`src/rtl/seg_scan_decoder.sv`:
```
// seg_scan_decoder: samples a multiplexed 4-digit seven-segment bus, filters
// each {seg,an} pattern for stability, decodes lit digits back to BCD and
// assembles a 4-digit frame presented over a valid/ready handshake.
// Ports:
//   clk, rst_n        - clock, asynchronous active-low reset
//   seg_in[6:0]       - segment bus, bit0=A .. bit6=G
//   an_in[3:0]        - anode bus, bit0 = rightmost digit
//   frame_ready       - consumer accepts the presented frame
//   err_clr           - synchronous clear of sticky error flags
//   digits[15:0]      - digit d value at [4d+3:4d]
//   blank[3:0]        - digit d was dark
//   frame_valid       - digits/blank hold a complete frame
//   err_invalid       - sticky: lit pattern not 0-9 and not blank
//   err_multi         - sticky: more than one anode active at commit
//   err_overrun       - sticky: frame completed while previous still pending
module seg_scan_decoder #(
  parameter int unsigned STABLE_CYCLES  = 4,
  parameter bit          SEG_ACTIVE_LOW = 1'b1,
  parameter bit          AN_ACTIVE_LOW  = 1'b1
) (
  input  logic        clk,
  input  logic        rst_n,
  input  logic [6:0]  seg_in,
  input  logic [3:0]  an_in,
  input  logic        frame_ready,
  input  logic        err_clr,
  output logic [15:0] digits,
  output logic [3:0]  blank,
  output logic        frame_valid,
  output logic        err_invalid,
  output logic        err_multi,
  output logic        err_overrun
);

  localparam int unsigned SEG_W = 7;
  localparam int unsigned AN_W  = 4;
  localparam int unsigned DIG_W = 4;
  localparam int unsigned CNT_W = 4;
  localparam logic [CNT_W-1:0] STABLE_MAX = CNT_W'(STABLE_CYCLES);

  // Input stage, normalised to active-high
  logic [SEG_W-1:0] w_seg_norm, r_seg, r_seg_prev;
  logic [AN_W-1:0]  w_an_norm, r_an, r_an_prev;
  logic [CNT_W-1:0] r_cnt, w_cnt_n;
  logic             w_same, w_commit;

  assign w_seg_norm = SEG_ACTIVE_LOW ? ~seg_in : seg_in;
  assign w_an_norm  = AN_ACTIVE_LOW  ? ~an_in  : an_in;

  assign w_same   = ({r_seg, r_an} == {r_seg_prev, r_an_prev});
  // Commit only on the transition into the saturated count
  assign w_commit = w_same && (r_cnt == (STABLE_MAX - CNT_W'(1)));

  always_comb begin
    w_cnt_n = r_cnt;
    if (!w_same)                 w_cnt_n = CNT_W'(1);
    else if (r_cnt != STABLE_MAX) w_cnt_n = r_cnt + CNT_W'(1);
  end

  always_ff @(posedge clk or negedge rst_n) begin
    if (!rst_n) begin
      r_seg      <= '0;
      r_an       <= '0;
      r_seg_prev <= '0;
      r_an_prev  <= '0;
      r_cnt      <= '0;
    end else begin
      r_seg      <= w_seg_norm;
      r_an       <= w_an_norm;
      r_seg_prev <= r_seg;
      r_an_prev  <= r_an;
      r_cnt      <= w_cnt_n;
    end
  end

  // Pattern decode
  logic             w_dec_ok, w_dec_blank;
  logic [DIG_W-1:0] w_dec_val;

  always_comb begin
    w_dec_ok    = 1'b1;
    w_dec_blank = 1'b0;
    w_dec_val   = '0;
    case (r_seg)
      7'h3F: w_dec_val = DIG_W'(0);
      7'h06: w_dec_val = DIG_W'(1);
      7'h5B: w_dec_val = DIG_W'(2);
      7'h4F: w_dec_val = DIG_W'(3);
      7'h66: w_dec_val = DIG_W'(4);
      7'h6D: w_dec_val = DIG_W'(5);
      7'h7D: w_dec_val = DIG_W'(6);
      7'h07: w_dec_val = DIG_W'(7);
      7'h7F: w_dec_val = DIG_W'(8);
      7'h6F: w_dec_val = DIG_W'(9);
      7'h00: w_dec_blank = 1'b1;
      default: w_dec_ok = 1'b0;
    endcase
  end

  // Anode classification
  logic       w_one_hot, w_multi;
  logic [1:0] w_idx;

  always_comb begin
    w_one_hot = 1'b1;
    w_idx     = 2'd0;
    case (r_an)
      4'b0001: w_idx = 2'd0;
      4'b0010: w_idx = 2'd1;
      4'b0100: w_idx = 2'd2;
      4'b1000: w_idx = 2'd3;
      default: w_one_hot = 1'b0;
    endcase
  end

  assign w_multi = (r_an != '0) && !w_one_hot;

  // Frame assembly and handshake
  logic [AN_W-1:0][DIG_W-1:0] r_work, w_work_n;
  logic [AN_W-1:0]            r_wblank, w_wblank_n, r_seen, w_seen_n;
  logic [15:0]                r_digits, w_digits_n;
  logic [AN_W-1:0]            r_blank, w_blank_n;
  logic                       r_fv, w_fv_n;
  logic                       r_err_inv, r_err_mul, r_err_ovr;
  logic                       w_set_inv, w_set_mul, w_set_ovr;

  always_comb begin
    w_work_n   = r_work;
    w_wblank_n = r_wblank;
    w_seen_n   = r_seen;
    w_digits_n = r_digits;
    w_blank_n  = r_blank;
    w_fv_n     = r_fv;
    w_set_inv  = 1'b0;
    w_set_mul  = 1'b0;
    w_set_ovr  = 1'b0;

    if (w_commit) begin
      if (w_multi) begin
        w_set_mul = 1'b1;
      end else if (w_one_hot) begin
        if (w_dec_ok) begin
          w_work_n[w_idx]   = w_dec_val;
          w_wblank_n[w_idx] = w_dec_blank;
          w_seen_n[w_idx]   = 1'b1;
        end else begin
          w_set_inv = 1'b1;
        end
      end
    end

    // A completing frame may replace one being accepted on this same edge
    if (r_fv && frame_ready) w_fv_n = 1'b0;
    if (w_seen_n == 4'hF) begin
      if (!r_fv || frame_ready) begin
        w_digits_n = w_work_n;
        w_blank_n  = w_wblank_n;
        w_fv_n     = 1'b1;
      end else begin
        w_set_ovr = 1'b1;
      end
      w_seen_n = '0;
    end
  end

  always_ff @(posedge clk or negedge rst_n) begin
    if (!rst_n) begin
      r_work    <= '0;
      r_wblank  <= '0;
      r_seen    <= '0;
      r_digits  <= '0;
      r_blank   <= 4'hF;
      r_fv      <= 1'b0;
      r_err_inv <= 1'b0;
      r_err_mul <= 1'b0;
      r_err_ovr <= 1'b0;
    end else begin
      r_work    <= w_work_n;
      r_wblank  <= w_wblank_n;
      r_seen    <= w_seen_n;
      r_digits  <= w_digits_n;
      r_blank   <= w_blank_n;
      r_fv      <= w_fv_n;
      r_err_inv <= w_set_inv | (r_err_inv & ~err_clr);
      r_err_mul <= w_set_mul | (r_err_mul & ~err_clr);
      r_err_ovr <= w_set_ovr | (r_err_ovr & ~err_clr);
    end
  end

  assign digits      = r_digits;
  assign blank       = r_blank;
  assign frame_valid = r_fv;
  assign err_invalid = r_err_inv;
  assign err_multi   = r_err_mul;
  assign err_overrun = r_err_ovr;

endmodule

```
`config.mk`:
```
export PLATFORM = sky130hd
export DESIGN_NAME = seg_scan_decoder
export DESIGN_NICKNAME = d
export VERILOG_FILES = /design/src/rtl/seg_scan_decoder.sv
export SDC_FILE = /design/constraint.sdc
export NUM_CORES = 1
export LEC_CHECK = 0
export ABC_AREA = 1
export BUFFER_PORTS_ARGS = -buffer_cell sky130_fd_sc_hd__buf_2
export CORE_MARGIN = 2
export CORE_UTILIZATION = 40
export DETAILED_ROUTE_END_ITERATION = 10
export GPL_ROUTABILITY_DRIVEN = 0
export GPL_TIMING_DRIVEN = 1
export PLACE_DENSITY = 0.64
export SLEW_MARGIN = 20
export SYNTH_ARGS = -nofsm -noshare
export SYNTH_HDL_FRONTEND = slang
export SYNTH_SLANG_ARGS = --single-unit
```
`constraint.sdc`:
```
create_clock -name clk -period 2.3 [get_ports clk]
set_clock_uncertainty 0.2 [all_clocks]
set_input_delay 0.575 -clock clk [delete_from_list [all_inputs] [get_ports clk]]
set_output_delay 0.575 -clock clk [all_outputs]
set_load 0.01 [all_outputs]
```
==> impl_metrics.env <==
export IMPL_crit_type="reg -> reg"
export IMPL_final_cell_mix="nand2_1 (136), dfrtp_1 (67), inv_1 (44), buf_2 (38), nand3_1 (32)"
export IMPL_hpwl_um=4500
export IMPL_diodes=0
export IMPL_period_minus_slack_ps=2260
export IMPL_cts_tree="built"
export IMPL_cts_buffer_depth=2
export IMPL_drc=0
export IMPL_finalCritPeriodShare_pct=98.1
export IMPL_worstPathArrival_ps=2340
export IMPL_hold_violations=0
export IMPL_yosysSeqAreaShare_pct=56.5
export IMPL_worst_slack_ps=44.3
export IMPL_grt_usage_pct=15.5
export IMPL_overflow=0
export IMPL_cts_sinks=74
export IMPL_wl_per_cell_um=11.4
export IMPL_finalPower_uw=2480
export IMPL_max_freq_ghz=0.443
export IMPL_path_clk_slew_ps=80
export IMPL_antenna_found_initial=0
export IMPL_cp_cell_sequence="ha_1, inv_1, or2_2, nor2_4, nand4_1, o21bai_2, nand2_2, nor2_8, buf_6, nand3_1, nand2_1"
export IMPL_tightest_slew_ps=589
export IMPL_leakagePower_uw=0.00228
export IMPL_r2r_start="r_cnt[0]"
export IMPL_die_area_um2=8960
export IMPL_final_cells=560
export IMPL_layout_commonest_cell="nand2_1"
export IMPL_yosysWarnings=0
export IMPL_pre_cts_ws_ps=-92.4
export IMPL_num_vias=2572
export IMPL_insertion_delay_ps=350
export IMPL_setup_viol=0
export IMPL_place_port_buffers=38
export IMPL_rows=33
export IMPL_drive_gt1_share_pct=28.1
export IMPL_hold_path_class="in -> async"
export IMPL_syn_to_final_growth_pct=23.6
export IMPL_critPathCaptureType="flip-flop"
export IMPL_coreArea_um2=8090
export IMPL_slew_headroom_pct=60.7
export IMPL_syn_area_um2=3290
export IMPL_start_kind="flip-flop"
export IMPL_dp_cells=537
export IMPL_grt_first_pass_wirelength_um=10600
export IMPL_avgSynthCellArea_um2=8.72
export IMPL_critPathMaxFanout=9
export IMPL_ctsHtreeMaxLevel=3
export IMPL_drt_initial_drc_count=142
export IMPL_power_density_nw_per_um2=610
export IMPL_whs_ps=39.6
export IMPL_syn_inst=377
export IMPL_via_per_inst=4.59
export IMPL_reg2regPathDepth=11
export IMPL_slew_violations=0
export IMPL_synth_seq_cells=74
export IMPL_max_cap_violations=0
export IMPL_synth_fp_nets=394
export IMPL_cpMaxStageDelayCell="dfrtp_1"
export IMPL_required_ps=2390
export IMPL_status="finished clean"
export IMPL_num_io_pins=39
export IMPL_fp_dieH_um=94.7
export IMPL_routed_wl_um=6400
export IMPL_grt_pass1_vias=2336
export IMPL_die_width_um=94.7
export IMPL_root_buffer="clkbuf_8"
export IMPL_grt_max_degree=75
export IMPL_drt_first_pass_iters=4
export IMPL_numCtsBuffers=9
export IMPL_place_area_um2=3740
export IMPL_slowest_delay_ps=360
export IMPL_ir_worst_vdd_mv=0.349
export IMPL_reg2reg_to="digits[14]"
export IMPL_r2r_setup_slack_ps=40
export IMPL_rsz0062_at_grt="yes"
export IMPL_nets=467
export IMPL_initial_utilization_pct=40.6
export IMPL_design_area_um2=4060
export IMPL_synth_distinct_cells=32
export IMPL_antenna_left=0
==> cell usage after synthesis, drive strengths merged <==
cell type  number  area share [%]
a31oi           1            0.19
o21ai           4            0.61
clkbuf          1            0.11
nand3b          1            0.23
inv            48             5.5
a21oi           2            0.30
buf             6             1.9
or2             3            0.57
o22ai           1            0.19
nand2         144              17
xnor2           5             1.3
nor4            1            0.19
o21bai          5             1.5
dfstp           4             3.2
nand4           4            0.76
nor3            6             1.8
nand3          34             5.5
ha              2            0.76
nor2           33             4.7
dfrtp          70              53
o21a            1            0.23
xor2            1            0.27
==> flip-flops by register name (all words and copies together) (netlist names), 4 cells and up <==
| register | count |
|---|---|
| r_an | 4 |
| blank | 4 |
| r_seen | 4 |
| digits | 16 |
| r_wblank | 4 |
| r_an_prev | 4 |
| r_work | 16 |
| r_seg | 7 |
| r_cnt | 4 |
| r_seg_prev | 7 |
==> through the flow <==
stage | TNS, ps | utilization [%]
2_1_floorplan | 0 | -
3_3_place_gp | 0 | 46.2
3_5_place_dp | -1370 | 46.2
4_1_cts | 0 | 49.1
5_1_grt | -1920 | 50.2
6_report | 0 | 50.2
==> worst max-delay path by stage <==
| stage | start | to | slack (ps) | depth (start not counted) |
|---|---|---|---|---|
| global placement | r_cnt[0] | digits[15] | 9 | 11 |
| global route | r_seg[1] | blank[3] | -100 | 13 |
| CTS | r_cnt[0] | digits[2] | 7 | 11 |
| finish | r_cnt[0] | digits[14] | 40 | 11 |
| floorplan | r_cnt[0] | digits[10] | 50 | 12 |
| detailed placement | r_cnt[1] | digits[10] | -90 | 11 |
==> area by class of cell <==
type	count	area (um^2)
clock buffer	9	124
clock inverter	7	76.3
fill	789	4030
inverter	48	180
multi-input combinational	249	1250
sequential	74	1860
tap	105	131
timing repair buffer	68	443
==> critical path, delay by kind of cell (launching register included) <==
family	cells	cell delay [ps]
and+or+nand+nor	7	1060
DFF	1	360
buffers and inverters	2	220
AOI/OAI and AO/OA	1	200
adders and majority gates	1	140
==> cell families after synthesis <==
group	count (synthesis)	share of synthesized area, %
simple gates	226	30.7
buf+inv	55	7.46
fa+ha+maj	2	0.761
flops	74	56.5
xor+xnor	6	1.60
compound gates	14	3.01
==> where the power goes <==
| part | internal (uW) | total [uW] | switching (uW) |
|---|---|---|---|
| logic | 48.2 | 123 | 75.2 |
| registers | 1320 | 1340 | 19.8 |
| clock network | 508 | 1010 | 507 |
==> routing by layer <==
metal  GRT usage, %  vias up  wire, um
li1               -     1314         -
met1           20.8     1192      3040
met2           23.8       54      2940
met3           3.83       12       299
met4           6.88        0       119
met5              0        -         0
==> what timing repair did <==
| action | in CTS | in global routing |
|---|---|---|
| resized for setup | 6 | 17 |
| hold buffers | 0 | 0 |
| gates cloned | 0 | 1 |
| pin swaps | 1 | 1 |
| setup endpoints to repair | 21 | 26 |
| buffers inserted | 2 | 4 |
Note: power is estimated with default switching activity, not from simulation.
